===== config.mk =====
export PLATFORM = sky130hd
export DESIGN_NAME = instr_fetch_unit
export DESIGN_NICKNAME = d
export VERILOG_FILES = /design/src/rtl/mips_pkg.sv /design/src/rtl/pc_next_sel.sv /design/src/rtl/instr_fetch_unit.sv
export SDC_FILE = /design/constraint.sdc
export NUM_CORES = 1
export LEC_CHECK = 0
export CELL_PAD_IN_SITES_DETAIL_PLACEMENT = 1
export CELL_PAD_IN_SITES_GLOBAL_PLACEMENT = 1
export CORE_ASPECT_RATIO = 1.4
export CORE_UTILIZATION = 24
export DETAILED_ROUTE_END_ITERATION = 10
export PLACE_DENSITY_LB_ADDON = 0.2
export SETUP_SLACK_MARGIN = 0.5
export SYNTH_ARGS = -nofsm -noshare
export SYNTH_HDL_FRONTEND = slang
export SYNTH_SLANG_ARGS = --single-unit

===== constraint.sdc =====
create_clock -name clk -period 2.3 [get_ports clk]
set_clock_uncertainty 0.2 [all_clocks]
set_input_delay 0.575 -clock clk [delete_from_list [all_inputs] [get_ports clk]]
set_output_delay 0.575 -clock clk [all_outputs]
set_load 0.01 [all_outputs]

===== src/rtl/mips_pkg.sv =====
// Shared definitions for the instruction fetch front end: FSM states and reset constants.
package mips_pkg;
   localparam int unsigned   XLEN            = 32;
   localparam logic [31:0]   RESET_PC_DEF    = 32'h0000_0000;
   localparam logic [31:0]   NOP_INSTR       = 32'h0000_0000;
   localparam int unsigned   TIMEOUT_CYC_DEF = 16;
   localparam int unsigned   CNT_W_DEF       = 5;

   typedef enum logic [1:0] {
      S_BOOT,
      S_FETCH,
      S_VALID,
      S_HALT
   } fetch_state_e;
endpackage


===== src/rtl/pc_next_sel.sv =====
// Next-PC selection: jump beats branch beats sequential; flags and clears a misaligned target.
module pc_next_sel
   import mips_pkg::*;
(
   input  logic [XLEN-1:0] pc_plus4,
   input  logic            jump,
   input  logic [XLEN-1:0] jump_addr,
   input  logic            branch_taken,
   input  logic [XLEN-1:0] branch_target,
   output logic [XLEN-1:0] next_pc,
   output logic            misalign
);
   logic [XLEN-1:0] target;

   always_comb begin
      target = pc_plus4;
      if (jump) begin
         target = jump_addr;
      end else if (branch_taken) begin
         target = branch_target;
      end
   end

   assign next_pc  = {target[XLEN-1:2], 2'b00};
   assign misalign = |target[1:0];
endmodule


===== src/rtl/instr_fetch_unit.sv =====
// PC register and req/ack fetch sequencer; holds one instruction until the datapath retires it.
module instr_fetch_unit
   import mips_pkg::*;
#(
   parameter logic [31:0] RESET_PC    = RESET_PC_DEF,
   parameter int unsigned TIMEOUT_CYC = TIMEOUT_CYC_DEF,
   parameter int unsigned CNT_W       = CNT_W_DEF
) (
   input  logic        clk,
   input  logic        reset,
   output logic        imem_req,
   output logic [31:0] imem_addr,
   input  logic        imem_ack,
   input  logic [31:0] imem_rdata,
   output logic [31:0] instr,
   output logic        instr_valid,
   output logic [31:0] pc,
   output logic [31:0] pc_plus4,
   input  logic        retire,
   input  logic        jump,
   input  logic [31:0] jump_addr,
   input  logic        branch_taken,
   input  logic [31:0] branch_target,
   output logic        misalign,
   output logic        fetch_timeout
);
   fetch_state_e     state_q, state_d;
   logic [31:0]      pc_q, pc_d;
   logic [31:0]      instr_q, instr_d;
   logic             valid_q, valid_d;
   logic             req_q, req_d;
   logic             mis_q, mis_d;
   logic             tmo_q, tmo_d;
   logic [CNT_W-1:0] wdog_q, wdog_d;
   logic [CNT_W-1:0] wdog_inc;
   logic [31:0]      next_pc;
   logic             sel_mis;

   // Sequential successor wraps modulo 2^32 with no flag.
   assign pc_plus4 = pc_q + 32'd4;
   assign wdog_inc = wdog_q + CNT_W'(1);

   pc_next_sel u_pc_next_sel (
      .pc_plus4      (pc_plus4),
      .jump          (jump),
      .jump_addr     (jump_addr),
      .branch_taken  (branch_taken),
      .branch_target (branch_target),
      .next_pc       (next_pc),
      .misalign      (sel_mis)
   );

   // State and output registers
   always_ff @(posedge clk) begin
      if (reset) begin
         state_q <= S_BOOT;
         pc_q    <= RESET_PC;
         instr_q <= NOP_INSTR;
         valid_q <= 1'b0;
         req_q   <= 1'b0;
         mis_q   <= 1'b0;
         tmo_q   <= 1'b0;
         wdog_q  <= '0;
      end else begin
         state_q <= state_d;
         pc_q    <= pc_d;
         instr_q <= instr_d;
         valid_q <= valid_d;
         req_q   <= req_d;
         mis_q   <= mis_d;
         tmo_q   <= tmo_d;
         wdog_q  <= wdog_d;
      end
   end

   // Next-state and next-output logic; req is registered from the state being entered.
   always_comb begin
      state_d = state_q;
      pc_d    = pc_q;
      instr_d = instr_q;
      valid_d = valid_q;
      req_d   = req_q;
      mis_d   = 1'b0;
      tmo_d   = tmo_q;
      wdog_d  = wdog_q;
      case (state_q)
         S_BOOT: begin
            state_d = S_FETCH;
            req_d   = 1'b1;
         end
         S_FETCH: begin
            if (imem_ack) begin
               instr_d = imem_rdata;
               valid_d = 1'b1;
               wdog_d  = '0;
               req_d   = 1'b0;
               state_d = S_VALID;
            end else if (wdog_inc == CNT_W'(TIMEOUT_CYC)) begin
               wdog_d  = wdog_inc;
               tmo_d   = 1'b1;
               req_d   = 1'b0;
               state_d = S_HALT;
            end else begin
               wdog_d = wdog_inc;
            end
         end
         S_VALID: begin
            if (retire && valid_q) begin
               pc_d    = next_pc;
               valid_d = 1'b0;
               mis_d   = sel_mis;
               req_d   = 1'b1;
               state_d = S_FETCH;
            end
         end
         S_HALT: begin
            req_d = 1'b0;
         end
         default: begin
            state_d = S_BOOT;
            req_d   = 1'b0;
         end
      endcase
   end

   assign imem_req      = req_q;
   assign imem_addr     = pc_q;
   assign pc            = pc_q;
   assign instr         = instr_q;
   assign instr_valid   = valid_q;
   assign misalign      = mis_q;
   assign fetch_timeout = tmo_q;
endmodule


**Yosys cells after proc, flatten, opt, wreduce, memory -nomap -nowiden**

Cells that the tools add are included.

- Register bits: 73
- Bits in latches: 0
- RAM bits: 0
- Memory bits (read-only): 0
- Input port bits: 102
- Output and inout bits: 132
- Logic and storage cells: 46
- Memories: 0

- Add/sub/neg operators: 2
- Multipliers: 0
- Divide/modulo/power cells: 0
- Order comparisons: 0
- Equal/unequal tests: 7
- Shift-type cells: 0
- Muxes and demuxes: 14
- Bitwise operators: 3
- Reduce and logical (&&, ||, !) cells: 12

Operators with widths:

| kind | count |
|---|---|
| 2-to-1 mux 32 bit | 2 |
| adder 32 x 3 -> 32 bit (second input constant) | 1 |
| AND reduction 3 bit | 3 |
| 2-to-1 mux 2 bit | 3 |
| case mux 2 bit (3 select lines) | 1 |
| AND reduction 2 bit | 3 |
| adder 5 x 1 -> 5 bit (second input constant) | 1 |
| == test 5 bit (second input constant) | 1 |
| 2-to-1 mux 1 bit | 5 |
| 2-to-1 mux 5 bit | 1 |
| == test 2 bit (second input constant) | 2 |
| != test 2 bit (second input constant) | 2 |
| case mux 1 bit (4 select lines) | 1 |
| != test 3 bit (second input constant) | 1 |
| NOT 1 bit | 3 |
| nonzero test 3 bit | 1 |
| OR reduction 3 bit | 1 |
| == test 2 x 1 -> 1 bit (second input constant) | 1 |
| zero test 2 bit | 1 |
| case mux 1 bit (2 select lines) | 1 |
| nonzero test 2 bit | 1 |
| OR reduction 2 bit | 1 |
| logical AND 1 bit | 1 |

**Longest topological paths before layout**

Gate-level depths: netlist of the first run.

- Depth in word-level cells: 5
- Depth in mapped cells: 7
- Mapped depth without buffers: 6

**Cells and area by module**

Synthesis of the first run repeated with hierarchy kept, for this count alone.

- Cells, all modules: 557
- Area total of the unflattened synthesis: 4179.0 sq um

Modules (own cells, without submodules):

| module | times used | cells an instance | area an instance (sq um) | sequential area each (sq um) |
|---|---|---|---|---|
| instr_fetch_unit | 1 | 449 | 3453.3 | 1501.4 |
| pc_next_sel | 1 | 108 | 725.7 | 0.0 |

**Worst setup path after synthesis of the first run**

No wires, ideal clock.

- Path type: flip-flop to output port
- Start point: register pc_q[2] (netlist: imem_addr[2])
- End point: output port pc_plus4[22]
- Data arrival time: 1813 ps
- Data required time: 1525 ps
- Path slack: -288 ps
- Stages on the path, launching flop included: 6
- Buffers on the path: 0
- Cells stage by stage: dfxtp_1 -> ha_1 -> nand3_1 -> or2_2 -> or3_4 -> xnor2_1

- Word-level cells in the longest chain between the ends: 1

Ends and longest elaborated chain:

| item | line | text |
|---|---|---|
| start, declared | instr_fetch_unit.sv:28 | `logic [31:0] pc_q, pc_d;` |
| start signal, assigned | instr_fetch_unit.sv:66 | `pc_q <= pc_d;` |
| adder 32 x 3 -> 32 bit | instr_fetch_unit.sv:40 | `assign pc_plus4 = pc_q + 32'd4;` |
| end, declared | instr_fetch_unit.sv:18 | `output logic [31:0] pc_plus4,` |

Every way passes these cells.

**Worst setup path in the final report of the first run**

- Start point: register pc_q[12] (netlist: imem_addr[12])
- End point: output port pc_plus4[29]

The elaborated chain is that of the path after synthesis.

==> flow_metrics.env, run 1 <==
export IMPL_fp_coreArea_um2=17400
export IMPL_synth_async_reset_ratio_pct=0
export IMPL_cp_max_fo=4
export IMPL_grt_pass1_wl_um=34300
export IMPL_hold_depth=2
export IMPL_drtIter0Drc=271
export IMPL_fin_crit_ps=2900
export IMPL_p_leak_nw=5.09
export IMPL_ir_drop_uv=332
export IMPL_critPathRequiredTime_ps=1520
export IMPL_drv_cap=0
export IMPL_row_count=57
export IMPL_cts_tree="built"
export IMPL_finalMaxSlewViolations=0
export IMPL_final_cell_mix="buf_6, clkdlybuf4s50_1, buf_4"
export IMPL_worst_pin_slew_ps=499
export IMPL_clock_fmax_ghz=0.345
export IMPL_dr_wl_met2_um=14200
export IMPL_final_antenna_net_count=0
export IMPL_dr_pass1_iters=4
export IMPL_die_y_um=160
export IMPL_crit_family="simple AND/OR/NAND/NOR gates"
export IMPL_synth_top_area_cell="dfxtp_1"
export IMPL_final_setup_worst_slack_ps=-598
export IMPL_wl_met3_um=1900
export IMPL_synth_cells=567
export IMPL_worst_path_buf_inv=3
export IMPL_numCtsBuffers=9
export IMPL_worst_skew_pair_late_latency_ps=340
export IMPL_htreeDepth=3
export IMPL_vias_per_cell=5.13
export IMPL_clockBufferDepth=2
export IMPL_clock_sinks=73
export IMPL_synth_area_leaders="dfxtp_1, a21oi_1, nand2_1"
export IMPL_grt_overflow_total=0
export IMPL_grt_antenna_before_repair=1
export IMPL_wirelength_um=27100
export IMPL_nets=1061
export IMPL_outcome="finished, violations left"
export IMPL_rsz0062_at_grt="true"
export IMPL_ys_seq_elements=73
export IMPL_worst_setup_path_start_kind="register"
export IMPL_hold_buffers=0
export IMPL_cpPeakStageDelay_ps=380
export IMPL_start_util_pct=24.5
export IMPL_crit_chain="nand4_4, buf_6, nor4_4, buf_6, and4b_1, xor2_1, buf_2"
export IMPL_io_pins=234
export IMPL_clkSlewWorstSetupHoldPaths_ps=60
export IMPL_ctsRootBufferMaster="clkbuf_16"
export IMPL_r2r_slack_ps=-170
export IMPL_r2r_cells=9
export IMPL_portBuffers=227
export IMPL_area_growth_pct=131
export IMPL_gp_congestion=0.878
export IMPL_synth_edf_count=0
export IMPL_post_drt_wl_per_cell_um=22.6
export IMPL_worstSetupPathType="reg -> out"
export IMPL_hp_start="instr[3]"
export IMPL_yosysSeqAreaShare_pct=34.3
export IMPL_yosysWarningCount=0
export IMPL_hp_class="reg -> reg"
export IMPL_synth_cell_types=53
export IMPL_slowest_stage="dfxtp_4"
export IMPL_r2r_start="imem_addr[12]"
export IMPL_synth_top_area_share_pct=34.3
export IMPL_dp_hpwl_um=15000
export IMPL_track_usage_pct=24.5
export IMPL_ys_flop_type="dfxtp_1"
export IMPL_avgSynthCellArea_um2=7.52
export IMPL_r2r_end="imem_addr[25]"
export IMPL_final_core_util_pct=56.5
export IMPL_cp_arrival_ps=2120
export IMPL_worstHoldEndpoint="instr[3]"
export IMPL_top_layer_used="met4"
export IMPL_drc_errors=0
export IMPL_vias=6142
export IMPL_drive_gt1_share_pct=47.5
export IMPL_hold_violations=0
export IMPL_violations="setup timing"
export IMPL_layout_commonest_cell="buf_6"
export IMPL_cpMostUsedCell="buf_6"
export IMPL_whs_ps=253
export IMPL_timing_final_crit_share_pct=126
export IMPL_die_area_um2=18300
export IMPL_synth_area_um2=4270
export IMPL_relSlewSlack_pct=66.7
export IMPL_grt_pass1_vias=6312
export IMPL_wl_met1_um=9170
export IMPL_p_per_area_nw_per_um2=372
export IMPL_setup_viol=34
export IMPL_die_w_um=115
export IMPL_grt_max_degree=66
export IMPL_crit_path_end_kind="output pin"
## cells in the mapped netlist (2+ instances only)
cell type / count
a211oi_1: 2
a21o_1: 4
a21oi_1: 77
a22oi_1: 14
a31oi_1: 6
and3_1: 5
and4_1: 2
and4b_1: 2
buf_1: 4
buf_2: 3
buf_4: 36
clkbuf_1: 27
clkbuf_2: 2
dfxtp_1: 73
ha_1: 2
inv_1: 14
mux2i_1: 10
nand2_1: 100
nand2b_1: 8
nand3_1: 11
nand4_1: 7
nand4_4: 2
nor2_1: 33
nor2b_1: 3
nor3_1: 9
nor3b_1: 2
nor4_1: 6
o211a_1: 2
o211ai_1: 3
o21ai_0: 35
o221ai_1: 2
o22ai_1: 4
o31a_1: 3
o31ai_1: 2
o32ai_1: 3
o41ai_1: 3
or2_2: 3
or3_4: 2
or4b_2: 2
xnor2_1: 17
xor2_1: 10
## cell families (layout without fill, tap and decap cells)
group	after synthesis	in the layout	share of synthesized area (%)
buf+inv	86	475	10.9
other cells	1	7	0.0879
flops	73	73	34.3
simple gates	204	204	23.6
fa+ha+maj	2	2	0.587
compound gates	164	164	22.6
mux	10	10	2.35
xor+xnor	27	27	5.54
## cell type report
cell class	instances	area, um^2
diodes	1	2.50
clock buffers	9	225
clock inverters	6	108
fillers	1958	7570
inverters	14	52.6
multi-input cells	413	3120
flip-flops and latches	73	1530
well taps	236	295
repair buffers	446	4500
## through the flow
step | power, mW | worst slack, ps | instances | area (um^2) | setup TNS, ps
after floorplan | 1.60 | -112 | 572 | 4590 | -375
after global placement | 1.98 | -529 | 1069 | 7630 | -10570
after detailed placement | 1.99 | -570 | 1069 | 7630 | -11560
after CTS | 3.63 | -426 | 1147 | 8790 | -7330
after global routing | 3.80 | -646 | 1197 | 9830 | -13420
final | 3.66 | -598 | 1198 | 9840 | -11650
## metal layers
layer | GRT usage [%] | vias to the layer above
met3 | 5.62 | 112
met1 | 24.1 | 2995
li1 | - | 2726
met5 | 0 | -
met4 | 12.8 | 0
met2 | 46.5 | 309
## repair_timing
item / CTS / global route
pin swaps: 45 / 58
gates resized for setup: 491 / 197
setup endpoints to repair: 158 / 135
cloned: 2 / 0
setup buffers: 61 / 50
## registers in the layout, indices dropped and copies added (netlist names)
signal / cells
imem_addr: 30
imem_req: 1
misalign: 1
fetch_timeout: 1
instr_valid: 1
state_q: 2
instr: 32
wdog_q: 5
## power by group
| part | switching (mW) | internal (mW) |
|---|---|---|
| Clock | 0.571 | 1.05 |
| Combinational | 0.325 | 0.379 |
| Sequential | 0.0353 | 1.30 |
| Total | 0.931 | 2.73 |
## worst register-to-register path: stages (launching register included)
cell	delay [ps]
dfxtp_4	380
nand4_4	180
or3_4	400
buf_6	150
nor4_4	260
buf_4	170
buf_6	90
buf_6	90
mux2i_4	240
o221ai_2	160
## how the worst max path moves through the flow
stage	cells past startpoint	slack, ps	start	end
after global placement	5	-530	imem_addr[9]	pc_plus4[29]
after global routing	7	-650	imem_addr[10]	pc_plus4[29]
final	7	-600	imem_addr[12]	pc_plus4[29]
after detailed placement	6	-570	imem_addr[9]	pc_plus4[17]
after CTS	6	-430	imem_addr[16]	pc_plus4[25]
after floorplan	6	-110	imem_addr[6]	pc_plus4[31]
Note: power is estimated with default switching activity, not from simulation.
==> run 2, diff against run 1 <==
--- a/config.mk
+++ b/config.mk
@@ -10,6 +10,7 @@
 export CORE_ASPECT_RATIO = 1.4
 export CORE_UTILIZATION = 24
 export DETAILED_ROUTE_END_ITERATION = 10
+export GPL_ROUTABILITY_DRIVEN = 0
 export PLACE_DENSITY_LB_ADDON = 0.2
 export SETUP_SLACK_MARGIN = 0.5
 export SYNTH_ARGS = -nofsm -noshare
==> results of run 2 <==
No change in the layout: final DEF, timing and power equal those of run 1.
==> run 3, diff against run 2 <==
==> config.mk (replaced) <==
export PLATFORM = sky130hd
export DESIGN_NAME = instr_fetch_unit
export DESIGN_NICKNAME = d
export VERILOG_FILES = /design/src/rtl/mips_pkg.sv /design/src/rtl/pc_next_sel.sv /design/src/rtl/instr_fetch_unit.sv
export SDC_FILE = /design/constraint.sdc
export NUM_CORES = 1
export LEC_CHECK = 0
export CORE_ASPECT_RATIO = 1.4
export CORE_UTILIZATION = 35
export DETAILED_ROUTE_END_ITERATION = 10
export GPL_ROUTABILITY_DRIVEN = 0
export PLACE_DENSITY_LB_ADDON = 0.15
export SETUP_SLACK_MARGIN = 0.5
export SYNTH_ARGS = -nofsm -noshare
export SYNTH_HDL_FRONTEND = slang
export SYNTH_HIERARCHICAL = 1
export SYNTH_SLANG_ARGS = --single-unit
==> flow_metrics.env, run 3 <==
export IMPL_worst_pin_slew_ps=734
export IMPL_wirelength_um=16100
export IMPL_placed_area_um2=6940
export IMPL_drc_errors=0
export IMPL_synth_cell_types=41
export IMPL_drive_gt1_share_pct=40.3
export IMPL_worstHoldEndpoint="instr[2]"
export IMPL_yosysMostFrequentCell="nand2_1"
export IMPL_area_growth_pct=90.6
export IMPL_final_cell_mix="nand2_1, clkdlybuf4s50_1, buf_6"
export IMPL_grt_antenna_before_repair=0
export IMPL_diodes=0
export IMPL_ir_drop_uv=467
export IMPL_synth_async_reset_ratio_pct=0
export IMPL_intPower_mw=2.58
export IMPL_numCtsBuffers=9
export IMPL_avgSynthCellArea_um2=7.50
export IMPL_r2r_slack_ps=-270
export IMPL_dr_pass1_iters=4
export IMPL_grt_max_degree=35
export IMPL_die_w_um=94.4
export IMPL_hp_class="reg -> reg"
export IMPL_worst_setup_path_start_kind="register"
export IMPL_outcome="finished, violations left"
export IMPL_yosysSeqAreaShare_pct=35.9
export IMPL_relSlewSlack_pct=51.1
export IMPL_grt_overflow_total=0
export IMPL_synthTopCellsByCount="nand2_1, a21oi_1, dfxtp_1, buf_4, mux2i_1"
export IMPL_cts_tree="built"
export IMPL_start_util_pct=36.5
export IMPL_fin_crit_ps=2750
export IMPL_layout_commonest_cell="nand2_1"
export IMPL_synth_edf_count=0
export IMPL_violations="setup timing"
export IMPL_final_setup_worst_slack_ps=-452
export IMPL_portBuffers=233
export IMPL_clockBufferDepth=2
export IMPL_io_pins=234
export IMPL_p_leak_nw=3.72
export IMPL_htreeDepth=3
export IMPL_synth_area_leaders="dfxtp_1, nand2_1, a21oi_1"
export IMPL_cp_arrival_ps=1980
export IMPL_vias_per_cell=4.96
export IMPL_ctsRootBufferMaster="clkbuf_16"
export IMPL_power_clock_fraction_pct=43.4
export IMPL_critPathRequiredTime_ps=1520
export IMPL_seqCellArea_um2=1560
export IMPL_synth_cells=557
export IMPL_clkSlewWorstSetupHoldPaths_ps=60
export IMPL_multi_input_comb_area_um2=2680
export IMPL_timing_final_crit_share_pct=120
export IMPL_ys_flop_type="dfxtp_1"
export IMPL_power_frac_seq_pct=39.9
export IMPL_r2r_start="imem_addr[5]"
export IMPL_worst_skew_pair_late_latency_ps=330
export IMPL_post_place_ws_ps=-539
export IMPL_track_usage_pct=24.2
export IMPL_switchingPower_mw=0.830
export IMPL_cp_max_fo=3
export IMPL_ys_seq_elements=75
export IMPL_final_antenna_net_count=0
export IMPL_row_count=46
export IMPL_post_drt_wl_per_cell_um=16.2
export IMPL_setup_viol=30
export IMPL_switching_share_pct=24.3
export IMPL_r2r_cells=16
export IMPL_clock_sinks=75
export IMPL_vias=4942
export IMPL_rsz0062_at_grt="true"
export IMPL_grt_pass1_wl_um=23800
export IMPL_grt_pass1_vias=4904
export IMPL_hp_start="instr[2]"
export IMPL_die_area_um2=12400
export IMPL_r2r_end="imem_addr[14]"
export IMPL_synth_top_area_cell="dfxtp_1"
export IMPL_final_core_util_pct=69.5
export IMPL_drv_cap=0
export IMPL_yosysWarningCount=6
export IMPL_hold_violations=0
export IMPL_drtIter0Drc=209
export IMPL_p_comb_share_pct=16.6
export IMPL_synth_top_area_share_pct=35.9
export IMPL_fp_coreArea_um2=11500
export IMPL_hold_depth=2
export IMPL_synth_area_um2=4180
export IMPL_dp_hpwl_um=10600
export IMPL_worstSetupPathType="reg -> out"
export IMPL_p_per_area_nw_per_um2=429
export IMPL_finalMaxSlewViolations=0
export IMPL_fin_area_um2=7970
export IMPL_crit_path_end_kind="output pin"
export IMPL_whs_ps=252
export IMPL_die_y_um=131
export IMPL_clock_fmax_ghz=0.363
export IMPL_nets=952
export IMPL_num_fill_cells=904
run 3: changes by cell type after synthesis, sizes merged, moves of 11 or more:
cell | previous run | this run
inv | 14 | 3
buf | 43 | 56
nand2 | 100 | 173
clkbuf | 29 | 14
mux2i | 10 | 30
a22oi | 14 | 0
nor2 | 33 | 16
run 3: cell families (layout without fill, tap and decap cells):
logic type	count (synthesis)	count (layout)	synth area share, %
simple gates	236	236	24.9
compound gates	112	112	13.8
flops	75	75	35.9
buf+inv	73	368	11.6
mux	30	30	7.19
xor+xnor	28	28	5.87
fa+ha+maj	2	2	0.599
other cells	1	2	0.0897
run 3: critical path: stages (launching register included):
cell and delay (ps):
dfxtp_4 350, and4_4 210, nand4_1 170, nor2_4 190, buf_6 130, nand4_1 220, xnor2_2 220, buf_2 160
run 3: how the worst max path moves through the flow:
stage / to / slack, ps / startpoint
global route: pc_plus4[23] / -520 / imem_addr[4]
floorplan: pc_plus4[23] / 90 / imem_addr[4]
global placement: pc_plus4[26] / -500 / imem_addr[7]
detailed placement: pc_plus4[23] / -540 / imem_addr[7]
CTS: pc_plus4[31] / -460 / imem_addr[4]
finish: pc_plus4[31] / -450 / imem_addr[5]
run 3: stage by stage:
stage	setup TNS [ps]	instances	power (mW)
after global placement	-9040	926	1.94
after floorplan	0	558	1.63
after global routing	-10670	997	3.56
after CTS	-6940	972	3.41
final	-8310	997	3.41
after detailed placement	-9410	926	1.95
run 3: cell type report:
class	instances	share of cell area [%]
repair buffers	349	40.3
clock buffers	11	3.31
clock inverters	5	0.723
flip-flops and latches	75	19.5
multi-input cells	410	33.6
inverters	3	0.204
well taps	144	2.26
run 3: repair_timing:
action,4_1_cts,5_1_grt
setup endpoints to repair,159,135
pin swaps,33,41
hold buffers,0,0
buffers inserted,29,23
gates resized for setup,453,112
gates cloned,1,2
run 3: per-layer routing:
metal  vias to the layer above  routed length, um  track usage (%)
met5                         -                  0                0
met4                         0                368             8.03
met3                        26               1180             5.67
met2                       208               8540             45.4
met1                      2306               6020             25.5
li1                       2402                  -                -
run 3: power by group through the flow:
stage	clock [mW]	combinational [mW]	sequential, mW
6_report	1.48	0.568	1.36
5_1_grt	1.57	0.614	1.37
4_1_cts	1.51	0.542	1.36
3_5_place_dp	0	0.555	1.39
3_3_place_gp	0	0.549	1.39
2_1_floorplan	0	0.222	1.41
